**src/rtl/bg_pkg.sv**
```systemverilog
// Shared sizes, types and the column wrap helper for the background index fetch path.
package bg_pkg;

  localparam int unsigned IMG_W       = 320;
  localparam int unsigned IMG_H       = 240;
  localparam int unsigned SCALE_SHIFT = 1;
  localparam int unsigned ADDR_W      = 17;
  localparam int unsigned IDX_W       = 5;
  localparam int unsigned BG_LATENCY  = 3;
  localparam int unsigned COORD_W     = 10;
  localparam int unsigned XOFF_W      = 9;
  localparam int unsigned STEP_W      = 4;

  typedef logic [IDX_W-1:0]   pal_idx_t;
  typedef logic [COORD_W-1:0] coord_t;
  typedef logic [XOFF_W-1:0]  xoff_t;

  // Operands are always below 2*IMG_W, so one conditional subtract brings them into range.
  function automatic xoff_t wrap_col(input coord_t s);
    if (s >= COORD_W'(IMG_W)) begin
      return XOFF_W'(s - COORD_W'(IMG_W));
    end
    return XOFF_W'(s);
  endfunction

endpackage

```
**src/rtl/bg_scroll_ctrl.sv**
```systemverilog
// Frame boundary detection on vsync falling edge and the wrapping horizontal scroll offset.
module bg_scroll_ctrl
  import bg_pkg::*;
(
  input  logic              clk,
  input  logic              rst_n,
  input  logic              vs_i,
  input  logic              scroll_en_i,
  input  logic [STEP_W-1:0] scroll_step_i,
  output xoff_t             x_off_o,
  output logic              frame_tick_o
);

  logic  vs_q, vs_d;
  logic  tick_q, tick_d;
  xoff_t x_off_q, x_off_d;
  logic  boundary;

  assign boundary = vs_q & ~vs_i;

  // Step and enable are only sampled at the boundary, so mid-frame changes never tear.
  always_comb begin
    vs_d    = vs_i;
    tick_d  = boundary;
    x_off_d = x_off_q;
    if (boundary && scroll_en_i) begin
      x_off_d = wrap_col(COORD_W'(x_off_q) + COORD_W'(scroll_step_i));
    end
  end

  // Edge detector idles high so a low vsync at reset release counts as a boundary.
  always_ff @(posedge clk or negedge rst_n) begin
    if (!rst_n) begin
      vs_q    <= 1'b1;
      tick_q  <= 1'b0;
      x_off_q <= '0;
    end else begin
      vs_q    <= vs_d;
      tick_q  <= tick_d;
      x_off_q <= x_off_d;
    end
  end

  assign x_off_o      = x_off_q;
  assign frame_tick_o = tick_q;

endmodule

```
**src/rtl/bg_index_fetch.sv**
```systemverilog
// Raster position to background ROM address, registered palette index and aligned sync delay lines.
module bg_index_fetch
  import bg_pkg::*;
(
  input  logic              Clk,
  input  logic              Reset_n,
  input  coord_t            DrawX,
  input  coord_t            DrawY,
  input  logic              active_in,
  input  logic              hs_in,
  input  logic              vs_in,
  input  logic              scroll_en,
  input  logic [STEP_W-1:0] scroll_step,
  output logic [ADDR_W-1:0] rom_addr,
  input  pal_idx_t          rom_q,
  output pal_idx_t          index_out,
  output logic              active_out,
  output logic              hs_out,
  output logic              vs_out,
  output logic              frame_tick
);

  localparam int unsigned AW1 = ADDR_W + 1;

  xoff_t                 x_off;
  coord_t                xs, v, s, u;
  logic [AW1-1:0]        addr_full;
  logic                  force_zero;

  logic [ADDR_W-1:0]     addr_q, addr_d;
  pal_idx_t              idx_q, idx_d;
  logic [BG_LATENCY-1:0] act_q, act_d;
  logic [BG_LATENCY-1:0] hs_q, hs_d;
  logic [BG_LATENCY-1:0] vs_q, vs_d;

  bg_scroll_ctrl u_scroll (
    .clk           (Clk),
    .rst_n         (Reset_n),
    .vs_i          (vs_in),
    .scroll_en_i   (scroll_en),
    .scroll_step_i (scroll_step),
    .x_off_o       (x_off),
    .frame_tick_o  (frame_tick)
  );

  // S1 address: scaled column shifted by the scroll offset and wrapped back into the image.
  always_comb begin
    xs         = DrawX >> SCALE_SHIFT;
    v          = DrawY >> SCALE_SHIFT;
    s          = xs + COORD_W'(x_off);
    u          = COORD_W'(wrap_col(s));
    addr_full  = AW1'(v) * AW1'(IMG_W) + AW1'(u);
    force_zero = !active_in || (xs >= COORD_W'(IMG_W)) || (v >= COORD_W'(IMG_H));
    addr_d     = force_zero ? '0 : ADDR_W'(addr_full);
  end

  // S3 index gated by active two stages back, which lines up with the ROM output.
  always_comb begin
    idx_d = act_q[BG_LATENCY-2] ? rom_q : '0;
    act_d = {act_q[BG_LATENCY-2:0], active_in};
    hs_d  = {hs_q[BG_LATENCY-2:0], hs_in};
    vs_d  = {vs_q[BG_LATENCY-2:0], vs_in};
  end

  always_ff @(posedge Clk or negedge Reset_n) begin
    if (!Reset_n) begin
      addr_q <= '0;
      idx_q  <= '0;
      act_q  <= '0;
      hs_q   <= '1;
      vs_q   <= '1;
    end else begin
      addr_q <= addr_d;
      idx_q  <= idx_d;
      act_q  <= act_d;
      hs_q   <= hs_d;
      vs_q   <= vs_d;
    end
  end

  assign rom_addr   = addr_q;
  assign index_out  = idx_q;
  assign active_out = act_q[BG_LATENCY-1];
  assign hs_out     = hs_q[BG_LATENCY-1];
  assign vs_out     = vs_q[BG_LATENCY-1];

endmodule

```
**config.mk**
```make
export PLATFORM = sky130hd
export DESIGN_NAME = bg_index_fetch
export DESIGN_NICKNAME = d
export VERILOG_FILES = /design/src/rtl/bg_pkg.sv /design/src/rtl/bg_scroll_ctrl.sv /design/src/rtl/bg_index_fetch.sv
export SDC_FILE = /design/constraint.sdc
export NUM_CORES = 1
export LEC_CHECK = 0
export ABC_AREA = 0
export BUFFER_PORTS_ARGS = -buffer_cell sky130_fd_sc_hd__buf_2
export CAP_MARGIN = 25
export CORE_MARGIN = 2
export CORE_UTILIZATION = 35
export CTS_CLUSTER_DIAMETER = 80
export DETAILED_ROUTE_END_ITERATION = 8
export GPL_TIMING_DRIVEN = 0
export HOLD_SLACK_MARGIN = 0.15
export PLACE_DENSITY = 0.56
export SYNTH_ARGS = -nofsm -noshare
export SYNTH_HDL_FRONTEND = slang
export SYNTH_SLANG_ARGS = --single-unit
```
**constraint.sdc**
```tcl
create_clock -name Clk -period 3.8 [get_ports Clk]
set_input_delay 0.38 -clock Clk [delete_from_list [all_inputs] [get_ports Clk]]
set_output_delay 0.38 -clock Clk [all_outputs]
set_load 0.02 [all_outputs]
```
==> results.toml <==
[final_layout]
drive_gt1_frac = 0.356
diodes = 0
fillers = 759
final_common_cell = "buf_2"
syn_to_final_growth_pct = 29.4
register_area_sq_um = 1030
multiInputGateArea_sq_um = 1830
design_area_sq_um = 3570
nets = 423
instances_no_fill = 453
finish.utilization = 0.464
final_cell_mix = "buf_2, dfrtp_1, ha_1"

[placement]
hpwl_um = 4540
globalplace.congestion = 0.840
dpl.cell_count = 434
dpl_cell_area_sq_um = 3180
port_buffers = 58

[power]
ir_worst_vdd_v = 0.000225
comb_power_share = 0.646
swShare = 0.403
cellPowerDensity_nw_per_um2 = 692
p_switching_w = 0.000994
power.share.clock = 0.124
cellLeakagePower_nw = 1.78
intPower_w = 0.00148
seq_power_share = 0.230

[synth]
synth_cell_types = 55
netlist_area_sq_um = 2760
synthesis.nets = 347
syn_inst = 274
postSynthAreaPerCell_sq_um = 10.1
synth_edf_count = 0
yosys_register_bits = 41
yosysWarnings = 0
synth-async-reset-ratio = 1.00
yosys_most_used_dff = "dfrtp_1"
ys_seq_area_frac = 0.375

[run_status]
status = "completed"

[sta]
fmax_mhz = 270
hold_ws_ps = 187
slew_violations = 0
setup_viol = 0
report.final.hold_viol_count = 0
max_slew.worst_pin.slew_ps = 868
rsz0062_at_grt = "yes"
period_minus_slack_ps = 3710
skew_ps = 7.03
relSlewSlack = 0.421
finalCritPeriodShare = 0.976

[run]
max-cap-violations = 0

[worst_setup_path]
cp_common_cell = "ha_2"
path_class = "flip-flop to flip-flop"
slowest_stage = "dfrtp_1"
crit_path_max_incr_delay_ps = 380
start_kind = "flip-flop"
arrival_ps = 3870
crit_fanout = 5
endpoint_kind = "flip-flop"
required_ps = 3960
crit_chain = "ha_1 > a21oi_2 > nand3_2 > a31o_4 > xnor2_4 > ha_2 > nor4b_4 > a41o_1 > a21bo_4 > xnor2_2 > ha_2 > inv_2 > fa_2 > nor2b_4 > o21ai_4 > nor4_4 > or2_1 > a21oi_1"

[clock_network]
clockBufferDepth = 2
htreeDepth = 2
cts-root-buf = "clkbuf_8"
cts_num_sinks = 41
tritoncts = "done"
cts_made_buffers = 5
clkTransAtPathRegs_ps = 80
insertion_delay_ps = 290

[detailed_routing]
drt_wl_total_um = 5750
vias_per_cell = 4.84
drc = 0
routedWlPerCell_um = 12.7
dr.first_iter.drc_count = 79
ant_nets = 0
vias = 2192
drt_pass1_iterations = 4

[global_routing]
met3_usage = 0.0285
grt_use_total = 0.136
antenna_found_initial = 0
grt_pass1_vias = 2105
met1_usage = 0.183
grt_max_degree = 42
grt-busiest-layer = "met2"
grt.met2_usage = 0.222
grt-ovfl-total = 0
grt_pass1_wl_um = 9380

[min_path]
hold_class = "input pin to flip-flop"

[floorplanning]
fp.dieW_um = 92.8
initial_utilization = 0.359
io_pins = 61
core_sq_um = 7690
dieArea_sq_um = 8610
fp-row-count = 32
die_h_um = 92.8
==> cells by family (layout without fill, tap and decap cells) <==
logic type                 Yosys count  after routing  synth area share
and+or+nand+nor                     85             85             0.160
AOI/OAI and AO/OA                   57             57             0.151
DFF                                 41             41             0.375
adders and majority gates           38             38             0.183
buffers and inverters               25            102            0.0349
xor gates and xnor gates            23             23            0.0758
muxes                                5              5            0.0200
==> stage by stage <==
stage	total power, W	setup TNS [ps]	setup WS (ps)
3_3_place_gp	0.00175	-2150	-462
3_5_place_dp	0.00177	-2460	-516
6_report	0.00247	0	90.0
2_1_floorplan	0.00152	0	39.9
5_1_grt	0.00269	-658	-159
4_1_cts	0.00229	0	2.51
==> power groups by stage <==
stage / Clock [W] / Sequential, W / Combinational [W]
floorplan: 0 / 0.000612 / 0.000904
global placement: 0 / 0.000578 / 0.00117
detailed placement: 0 / 0.000579 / 0.00119
CTS: 0.000323 / 0.000565 / 0.00140
global route: 0.000341 / 0.000580 / 0.00177
finish: 0.000306 / 0.000569 / 0.00160
==> sequential cells by signal, summed over array words and instances, names as in the netlist <==
| signal | flops |
|---|---|
| index_out | 5 |
| hs_q | 3 |
| u_scroll.x_off_o | 9 |
| rom_addr | 17 |
| act_q | 3 |
| u_scroll.frame_tick_o | 1 |
| vs_q | 3 |
==> Yosys cell counts (2+ instances only) <==
cell type,instances,area (sq um)
and2_1,6,37.5
o21bai_1,3,22.5
nor3_1,6,30.0
a21o_1,10,75.1
nor2_1,27,101
o211ai_1,3,22.5
xor2_1,10,87.6
o21ai_0,9,45.0
xnor2_1,12,105
a21oi_1,10,50.1
fa_1,4,80.1
mux2i_1,4,40.0
ha_1,34,425
dfstp_2,6,158
nand4_1,3,18.8
nor2b_1,6,37.5
buf_2,2,10.0
o21a_1,2,15.0
nand2_1,14,52.6
nand2b_1,4,25.0
inv_1,21,78.8
nand3_1,8,40.0
dfrtp_1,35,876
o21ai_1,4,20.0
==> repair_timing <==
| item | in CTS | in global routing |
|---|---|---|
| gates resized for setup | 16 | 21 |
| buffers inserted | 9 | 3 |
| pin swaps | 9 | 11 |
| gates cloned | 0 | 0 |
| hold buffers | 0 | 0 |
| endpoints found under the setup margin | 7 | 7 |
==> layout make-up <==
type,count,share of cell area
Inverter,22,0.0231
Sequential cell,41,0.290
Multi-Input combinational cell,208,0.513
Buffer,3,0.00386
Clock buffer,7,0.0270
Clock inverter,1,0.00140
Tap cell,102,0.0358
Timing Repair Buffer,69,0.106
==> critical path: cells and delay by family (launching register included) <==
family / cells / cell delay (ps)
AND/OR/NAND/NOR: 5 / 730
flip-flops: 1 / 380
buffers and inverters: 1 / 40
XOR/XNOR: 2 / 300
AO/OA/AOI/OAI: 6 / 1000
adder cells (fa/ha/maj): 4 / 1130
==> metal layers <==
metal  wire length (um)  vias to the layer above
met5                  0                        -
met4                 70                        0
met3                264                        6
met2               2660                       52
met1               2760                     1028
li1                   -                     1106
==> final timing paths <==
kind	from	end	slack (ps)	depth (start not counted)
max	u_scroll.x_off_o[4]	rom_addr[16]	90	18
min	hs_in	hs_q[0]	190	1
max reg2reg	u_scroll.x_off_o[4]	rom_addr[16]	90	18
min reg2reg	act_q[0]	act_q[1]	360	0
max in group asynchronous	Reset_n	u_scroll.x_off_o[1]	2990	1
min in group asynchronous	Reset_n	rom_addr[5]	210	1
No activity file was read; power rests on OpenSTA's default activity.
